===== config.mk =====
export PLATFORM = sky130hd
export DESIGN_NAME = result_writeback_buffer_flat
export DESIGN_NICKNAME = d
export VERILOG_FILES = /design/src/rtl/result_writeback_buffer_pkg.sv /design/src/rtl/result_writeback_buffer_if.sv /design/src/rtl/result_writeback_buffer_sync_fifo.sv /design/src/rtl/result_writeback_buffer.sv /design/src/flat_wrapper.sv
export SDC_FILE = /design/constraint.sdc
export NUM_CORES = 1
export LEC_CHECK = 0
export ABC_AREA = 1
export CELL_PAD_IN_SITES_DETAIL_PLACEMENT = 1
export CELL_PAD_IN_SITES_GLOBAL_PLACEMENT = 1
export CORE_ASPECT_RATIO = 0.9
export CORE_UTILIZATION = 53
export DETAILED_ROUTE_END_ITERATION = 6
export DONT_BUFFER_PORTS = 1
export GPL_ROUTABILITY_DRIVEN = 0
export PLACE_DENSITY = 0.87
export RECOVER_POWER = 50
export SETUP_SLACK_MARGIN = 0.1
export SKIP_LAST_GASP = 1
export SYNTH_ARGS = -nofsm -noshare
export SYNTH_HDL_FRONTEND = slang
export SYNTH_HIERARCHICAL = 1
export SYNTH_SLANG_ARGS = --single-unit

===== constraint.sdc =====
create_clock -name clk -period 6.61 [get_ports clk]
set_input_delay 0.9915 -clock clk [delete_from_list [all_inputs] [get_ports clk]]
set_output_delay 0.9915 -clock clk [all_outputs]
set_load 0.02 [all_outputs]

===== src/rtl/result_writeback_buffer_pkg.sv =====
// rtl/result_writeback_buffer_pkg.sv - shared types and defaults for the result writeback buffer
package result_writeback_buffer_pkg;

  localparam int DEPTH_DEF  = 8;
  localparam int ADDR_W_DEF = 16;
  localparam int DATA_W     = 32;
  localparam int CNT_W      = 16;

  typedef enum logic [1:0] {
    ST_IDLE = 2'd0,
    ST_RUN  = 2'd1,
    ST_DONE = 2'd2
  } state_e;

endpackage


===== src/rtl/result_writeback_buffer_if.sv =====
// rtl/result_writeback_buffer_if.sv - job control, input stream and memory write signals
interface result_writeback_buffer_if
  import result_writeback_buffer_pkg::*;
#(
  parameter int ADDR_W = ADDR_W_DEF
);

  logic                start;
  logic [ADDR_W-1:0]   base_addr;
  logic [CNT_W-1:0]    length;
  logic                in_valid;
  logic [DATA_W-1:0]   in_data;
  logic                in_ready;
  logic                mem_wr_en;
  logic [ADDR_W-1:0]   mem_addr;
  logic [DATA_W-1:0]   mem_wr_data;
  logic                mem_ready;
  logic                busy;
  logic                done;
  logic                drop_err;

  modport master (
    output start, base_addr, length, in_valid, in_data, mem_ready,
    input  in_ready, mem_wr_en, mem_addr, mem_wr_data, busy, done, drop_err
  );

  modport slave (
    input  start, base_addr, length, in_valid, in_data, mem_ready,
    output in_ready, mem_wr_en, mem_addr, mem_wr_data, busy, done, drop_err
  );

endinterface


===== src/rtl/result_writeback_buffer_sync_fifo.sv =====
// rtl/result_writeback_buffer_sync_fifo.sv - first-word-fall-through synchronous FIFO
module sync_fifo #(
  parameter int DEPTH = 8,
  parameter int WIDTH = 32
) (
  input  logic             clk,
  input  logic             rst,
  input  logic             push,
  input  logic             pop,
  input  logic [WIDTH-1:0] wdata,
  output logic [WIDTH-1:0] rdata,
  output logic             full,
  output logic             empty
);

  localparam int AW = $clog2(DEPTH);
  localparam logic [AW:0] PTR_ONE = 1;

  logic [AW:0]      wr_ptr_q, wr_ptr_d;
  logic [AW:0]      rd_ptr_q, rd_ptr_d;
  logic [WIDTH-1:0] mem_q [DEPTH];
  logic             do_push, do_pop;

  // Extra pointer MSB distinguishes full from empty when the index bits match.
  assign empty   = (wr_ptr_q == rd_ptr_q);
  assign full    = (wr_ptr_q[AW] != rd_ptr_q[AW]) &&
                   (wr_ptr_q[AW-1:0] == rd_ptr_q[AW-1:0]);
  assign do_push = push && !full;
  assign do_pop  = pop && !empty;
  assign rdata   = mem_q[rd_ptr_q[AW-1:0]];

  always_comb begin
    wr_ptr_d = wr_ptr_q;
    rd_ptr_d = rd_ptr_q;
    if (do_push) wr_ptr_d = wr_ptr_q + PTR_ONE;
    if (do_pop)  rd_ptr_d = rd_ptr_q + PTR_ONE;
  end

  always_ff @(posedge clk) begin
    if (rst) begin
      wr_ptr_q <= '0;
      rd_ptr_q <= '0;
    end else begin
      wr_ptr_q <= wr_ptr_d;
      rd_ptr_q <= rd_ptr_d;
    end
  end

  always_ff @(posedge clk) begin
    if (do_push) mem_q[wr_ptr_q[AW-1:0]] <= wdata;
  end

endmodule


===== src/rtl/result_writeback_buffer.sv =====
// rtl/result_writeback_buffer.sv - buffers fused results and writes them to sequential word addresses
module result_writeback_buffer
  import result_writeback_buffer_pkg::*;
#(
  parameter int DEPTH  = DEPTH_DEF,
  parameter int ADDR_W = ADDR_W_DEF
) (
  input  logic                      clk,
  input  logic                      rst,
  result_writeback_buffer_if.slave  bus
);

  localparam logic [CNT_W-1:0] CNT_ONE = 1;

  state_e             state_q, state_d;
  logic [ADDR_W-1:0]  base_q, base_d;
  logic [CNT_W-1:0]   len_q, len_d;
  logic [CNT_W-1:0]   acc_q, acc_d;
  logic [CNT_W-1:0]   wr_q, wr_d;
  logic               drop_q, drop_d;

  logic               full, empty, push, pop;
  logic               in_ready, mem_wr_en;
  logic [DATA_W-1:0]  rdata;

  // Ready ignores a same-cycle pop so the full check never depends on mem_ready.
  assign in_ready  = !rst && (state_q == ST_RUN) && !full && (acc_q < len_q);
  assign mem_wr_en = !rst && !empty;
  assign push      = bus.in_valid && in_ready;
  assign pop       = mem_wr_en && bus.mem_ready;

  sync_fifo #(
    .DEPTH (DEPTH),
    .WIDTH (DATA_W)
  ) u_fifo (
    .clk   (clk),
    .rst   (rst),
    .push  (push),
    .pop   (pop),
    .wdata (bus.in_data),
    .rdata (rdata),
    .full  (full),
    .empty (empty)
  );

  always_comb begin
    state_d = state_q;
    base_d  = base_q;
    len_d   = len_q;
    acc_d   = acc_q;
    wr_d    = wr_q;
    drop_d  = drop_q | (bus.in_valid && (state_q != ST_RUN));
    if (push) acc_d = acc_q + CNT_ONE;
    if (pop)  wr_d  = wr_q + CNT_ONE;
    case (state_q)
      ST_IDLE: begin
        if (bus.start) begin
          base_d  = bus.base_addr;
          len_d   = bus.length;
          acc_d   = '0;
          wr_d    = '0;
          state_d = (bus.length == '0) ? ST_DONE : ST_RUN;
        end
      end
      ST_RUN: begin
        if (pop && (wr_d == len_q)) state_d = ST_DONE;
      end
      ST_DONE: state_d = ST_IDLE;
      default: state_d = ST_IDLE;
    endcase
  end

  always_ff @(posedge clk) begin
    if (rst) begin
      state_q <= ST_IDLE;
      base_q  <= '0;
      len_q   <= '0;
      acc_q   <= '0;
      wr_q    <= '0;
      drop_q  <= 1'b0;
    end else begin
      state_q <= state_d;
      base_q  <= base_d;
      len_q   <= len_d;
      acc_q   <= acc_d;
      wr_q    <= wr_d;
      drop_q  <= drop_d;
    end
  end

  assign bus.in_ready    = in_ready;
  assign bus.mem_wr_en   = mem_wr_en;
  assign bus.mem_addr    = rst ? '0 : base_q + ADDR_W'(wr_q);
  assign bus.mem_wr_data = (rst || empty) ? '0 : rdata;
  assign bus.busy        = (state_q != ST_IDLE);
  assign bus.done        = (state_q == ST_DONE);
  assign bus.drop_err    = drop_q;

endmodule


===== src/flat_wrapper.sv =====
// flat-port wrapper written by rule: the top's interface ports become plain ports
module result_writeback_buffer_flat import result_writeback_buffer_pkg::*;
#(
  parameter int DEPTH  = DEPTH_DEF,
  parameter int ADDR_W = ADDR_W_DEF
)
  (clk, rst, bus_start, bus_base_addr, bus_length, bus_in_valid, bus_in_data, bus_mem_ready, bus_in_ready, bus_mem_wr_en, bus_mem_addr, bus_mem_wr_data, bus_busy, bus_done, bus_drop_err);
  result_writeback_buffer_if #(.ADDR_W(ADDR_W)) bus_i ();
  input  logic clk;
  input  logic rst;
  input wire logic [$bits(bus_i.start)-1:0] bus_start;
  input wire logic [$bits(bus_i.base_addr)-1:0] bus_base_addr;
  input wire logic [$bits(bus_i.length)-1:0] bus_length;
  input wire logic [$bits(bus_i.in_valid)-1:0] bus_in_valid;
  input wire logic [$bits(bus_i.in_data)-1:0] bus_in_data;
  input wire logic [$bits(bus_i.mem_ready)-1:0] bus_mem_ready;
  output wire logic [$bits(bus_i.in_ready)-1:0] bus_in_ready;
  output wire logic [$bits(bus_i.mem_wr_en)-1:0] bus_mem_wr_en;
  output wire logic [$bits(bus_i.mem_addr)-1:0] bus_mem_addr;
  output wire logic [$bits(bus_i.mem_wr_data)-1:0] bus_mem_wr_data;
  output wire logic [$bits(bus_i.busy)-1:0] bus_busy;
  output wire logic [$bits(bus_i.done)-1:0] bus_done;
  output wire logic [$bits(bus_i.drop_err)-1:0] bus_drop_err;
  assign bus_i.start = bus_start;
  assign bus_i.base_addr = bus_base_addr;
  assign bus_i.length = bus_length;
  assign bus_i.in_valid = bus_in_valid;
  assign bus_i.in_data = bus_in_data;
  assign bus_i.mem_ready = bus_mem_ready;
  assign bus_in_ready = bus_i.in_ready;
  assign bus_mem_wr_en = bus_i.mem_wr_en;
  assign bus_mem_addr = bus_i.mem_addr;
  assign bus_mem_wr_data = bus_i.mem_wr_data;
  assign bus_busy = bus_i.busy;
  assign bus_done = bus_i.done;
  assign bus_drop_err = bus_i.drop_err;
  result_writeback_buffer #(.DEPTH(DEPTH), .ADDR_W(ADDR_W)) u_core (.clk(clk), .rst(rst), .bus(bus_i));
endmodule

==> reports/metrics.csv <==
metric,value,unit
cts_setup_buffers,0,
violations,"capacitance limit, slew limit",
ctsResizeCount,0,
power,4.521,mW
async_flop_share,0,%
synth_cell_type_count,43,
dpl.hpwl,26820,um
num_vias,11770,
worstMarginPinSlew,1.986,ns
p_leak,6.325,nW
synth_top_area_share,50.36,%
grt_pass1_vias,12430,
crit_top_cell,nand2_1,
arrival,5.11,ns
cts.sinks,334,
crit_family,simple AND/OR/NAND/NOR gates,
mappedNetlistNets,1733,
diodes,0,
finalClockSkew,0.02590,ns
drt_wl_total,42750,um
clock.fmax,0.2134,GHz
nNetsFinal,1711,
criticalPathCategory,reg2reg,
netlist_area,15260,sq um
cts-root-buf,clkbuf_16,
antenna_found_initial,0,
r2r_slack,1.92,ns
drive_gt1_share,4.896,%
crit_path_top_delay_cell,clkinvlp_2,
vdd_ir_drop_max,0.2327,mV
area_growth,8.665,%
dieHeight,163.0,um
tns,0,ns
htreeDepth,2,
crit_buf_inv,4,
port-buffer-count,0,
synth_edf_count,256,
grt_use_total,29.38,%
finalHoldViolCount,0,
drv_cap,1,
drc_errors,0,
finalSetupViolCount,0,
postCtsHoldBufs,0,
coreArea,28160,sq um
end_kind,register,
fin_crit_sh,70.89,%
ant_nets,0,
cts_buffers,36,
ys_seq_area_share,60.60,%
initial_utilization,54.21,%
postSynthAreaPerCell,9.370,sq um
die_x,180.9,um
rows,58,
grt_max_degree,91,
powerDensity,272.6,nW/um^2
grt_pass1_wl,66730,um
post-route-util,58.91,%
synth.area.top_cells,"edfxtp_1 (50%), dfxtp_1 (10%), nor2_1 (8.6%), nand2_1 (6.3%), o21ai_0 (6.2%)",
die-area,29480,sq um
boundaryPins,122,
yosys.area.top_type,edfxtp_1,
max_stage_delay,0.74,ns
hold_class,reg2reg,
drtIter0Drc,879,
yosys_register_bits,334,
avgRoutedWirePerCell,21.44,um
setup.worst_path.start_class,register,
dr.pass1.iters,5,
synth_flop_cell,edfxtp_1,
period_minus_slack,4.686,ns
netlist_instances,1629,
status,"finished, violations left",
crit_fanout,17,
grt_overflow,0,
worstSkewPairLatency,0.54,ns
cp_cell_sequence,"inv_1, nand2_1, nand2_1, inv_1, nor2_1, nand2_1, inv_1, nor2_1, nand2_1, clkinvlp_2, nand2_1, nand3_1, nand2_1, nor2_1, nand3_1, nor2_1, nand2_1, nor2_2, nand3_2, nand2_1, a21oi_1",
yosysWarnings,6,
vias_per_cell,5.901,
worstPathRequired,7.03,ns
maxSlewHeadroom,-32.43,%
cts_tree,done,
rsz0062_at_grt,false,
drv_slew,49,
clk_pin_slew,0.06,ns
cts.path.max_buffers,3,
## cells by family after synthesis
| family | Yosys count | synth area share, % |
|---|---|---|
| compound gates | 334 | 11.13 |
| xor+xnor | 7 | 0.4017 |
| fa+ha+maj | 35 | 2.918 |
| buf+inv | 204 | 5.869 |
| flops | 334 | 60.60 |
| simple gates | 715 | 19.08 |
## worst register-to-register path, stage by stage, from the launching register on
cell and delay [ns]:
dfxtp_1 0.43, inv_1 0.11, nand2_1 0.07, nand2_1 0.06
inv_1 0.06, nor2_1 0.03, nand2_1 0.23, inv_1 0.15
nor2_1 0.62, nand2_1 0.61, clkinvlp_2 0.74, nand2_1 0.18
nand3_1 0.13, nand2_1 0.09, nor2_1 0.24, nand3_1 0.17
nor2_1 0.22, nand2_1 0.10, nor2_2 0.11, nand3_2 0.11
nand2_1 0.08, a21oi_1 0.05
## state kept, by name, summed over array words and instances, names as in the netlist, named ones only
signal	flops
u_core/base_q	16
u_core/bus.drop_err	1
u_core/len_q	16
u_core/wr_q	16
u_core/acc_q	16
u_core/state_q	2
u_core/u_fifo/mem_q	256
u_core/u_fifo/wr_ptr_q	4
u_core/u_fifo/rd_ptr_q	4
## metrics by stage
step | setup slack, ns | instances | hold slack, ns | cell area, sq um
after floorplan | 2.829 | 1629 | 0.4265 | 15260
after global placement | 2.757 | 1929 | 0.4464 | 15470
after detailed placement | 2.476 | 1929 | 0.4578 | 15470
after CTS | 2.440 | 1994 | 0.4676 | 16630
after global routing | 1.570 | 1994 | 0.4987 | 16590
final | 1.924 | 1994 | 0.4691 | 16590
## routing by layer
metal  up-vias  wire [um]  track usage [%]
met3        96       2311            4.539
met5         -          0                0
li1       5450          -                -
met2       410      21010            50.47
met4         0       1368            12.28
met1      5810      18060            37.22
## cell type report
type | instances | area (sq um)
fillers | 3164 | 11570
flip-flops and latches | 334 | 9256
multi-input cells | 1091 | 5130
clock buffers | 41 | 919.6
inverters | 134 | 505.5
well taps | 360 | 450.4
clock inverters | 24 | 244.0
repair buffers | 10 | 80.08
## cell usage after synthesis, drive strengths merged, types with 2 or more instances
cell type	instances
nand2	260
o21ai	252
clkinv	3
nor3	15
dfxtp	78
nor4	5
a211oi	2
inv	131
buf	37
nor3b	2
nand4	15
clkbuf	33
xor2	6
a21oi	74
nand3	56
and3	2
edfxtp	256
o21a	3
ha	34
nor2	359
## worst paths after layout
kind	start	endpoint	cells past startpoint
max	u_core/u_fifo/wr_ptr_q[2]	u_core/state_q[0]	21
max reg2reg	u_core/u_fifo/wr_ptr_q[2]	u_core/state_q[0]	21
min	u_core/acc_q[15]	u_core/acc_q[15]	1
min reg2reg	u_core/acc_q[15]	u_core/acc_q[15]	1
## where the power goes
group / internal [mW] / switching [mW] / leakage [nW] / total [mW]
clock network: 1.17 / 0.830 / 0.567 / 2.00
logic: 0.0574 / 0.162 / 2.82 / 0.219
registers: 2.29 / 0.0195 / 2.94 / 2.31
total: 3.51 / 1.01 / 6.32 / 4.52
## cells in the final DEF (no fill, tap or decap), drive strengths merged, types with 4 or more instances in the layout
| master | count |
|---|---|
| nand4 | 15 |
| buf | 8 |
| nand3 | 56 |
| a21oi | 74 |
| bufinv | 4 |
| nor3 | 15 |
| inv | 132 |
| dfxtp | 78 |
| ha | 34 |
| nor4 | 5 |
| nand2 | 260 |
| clkbuf | 43 |
| edfxtp | 256 |
| clkinv | 20 |
| o21ai | 252 |
| xor2 | 6 |
| nor2 | 359 |
(Power assumes the default switching activity.)
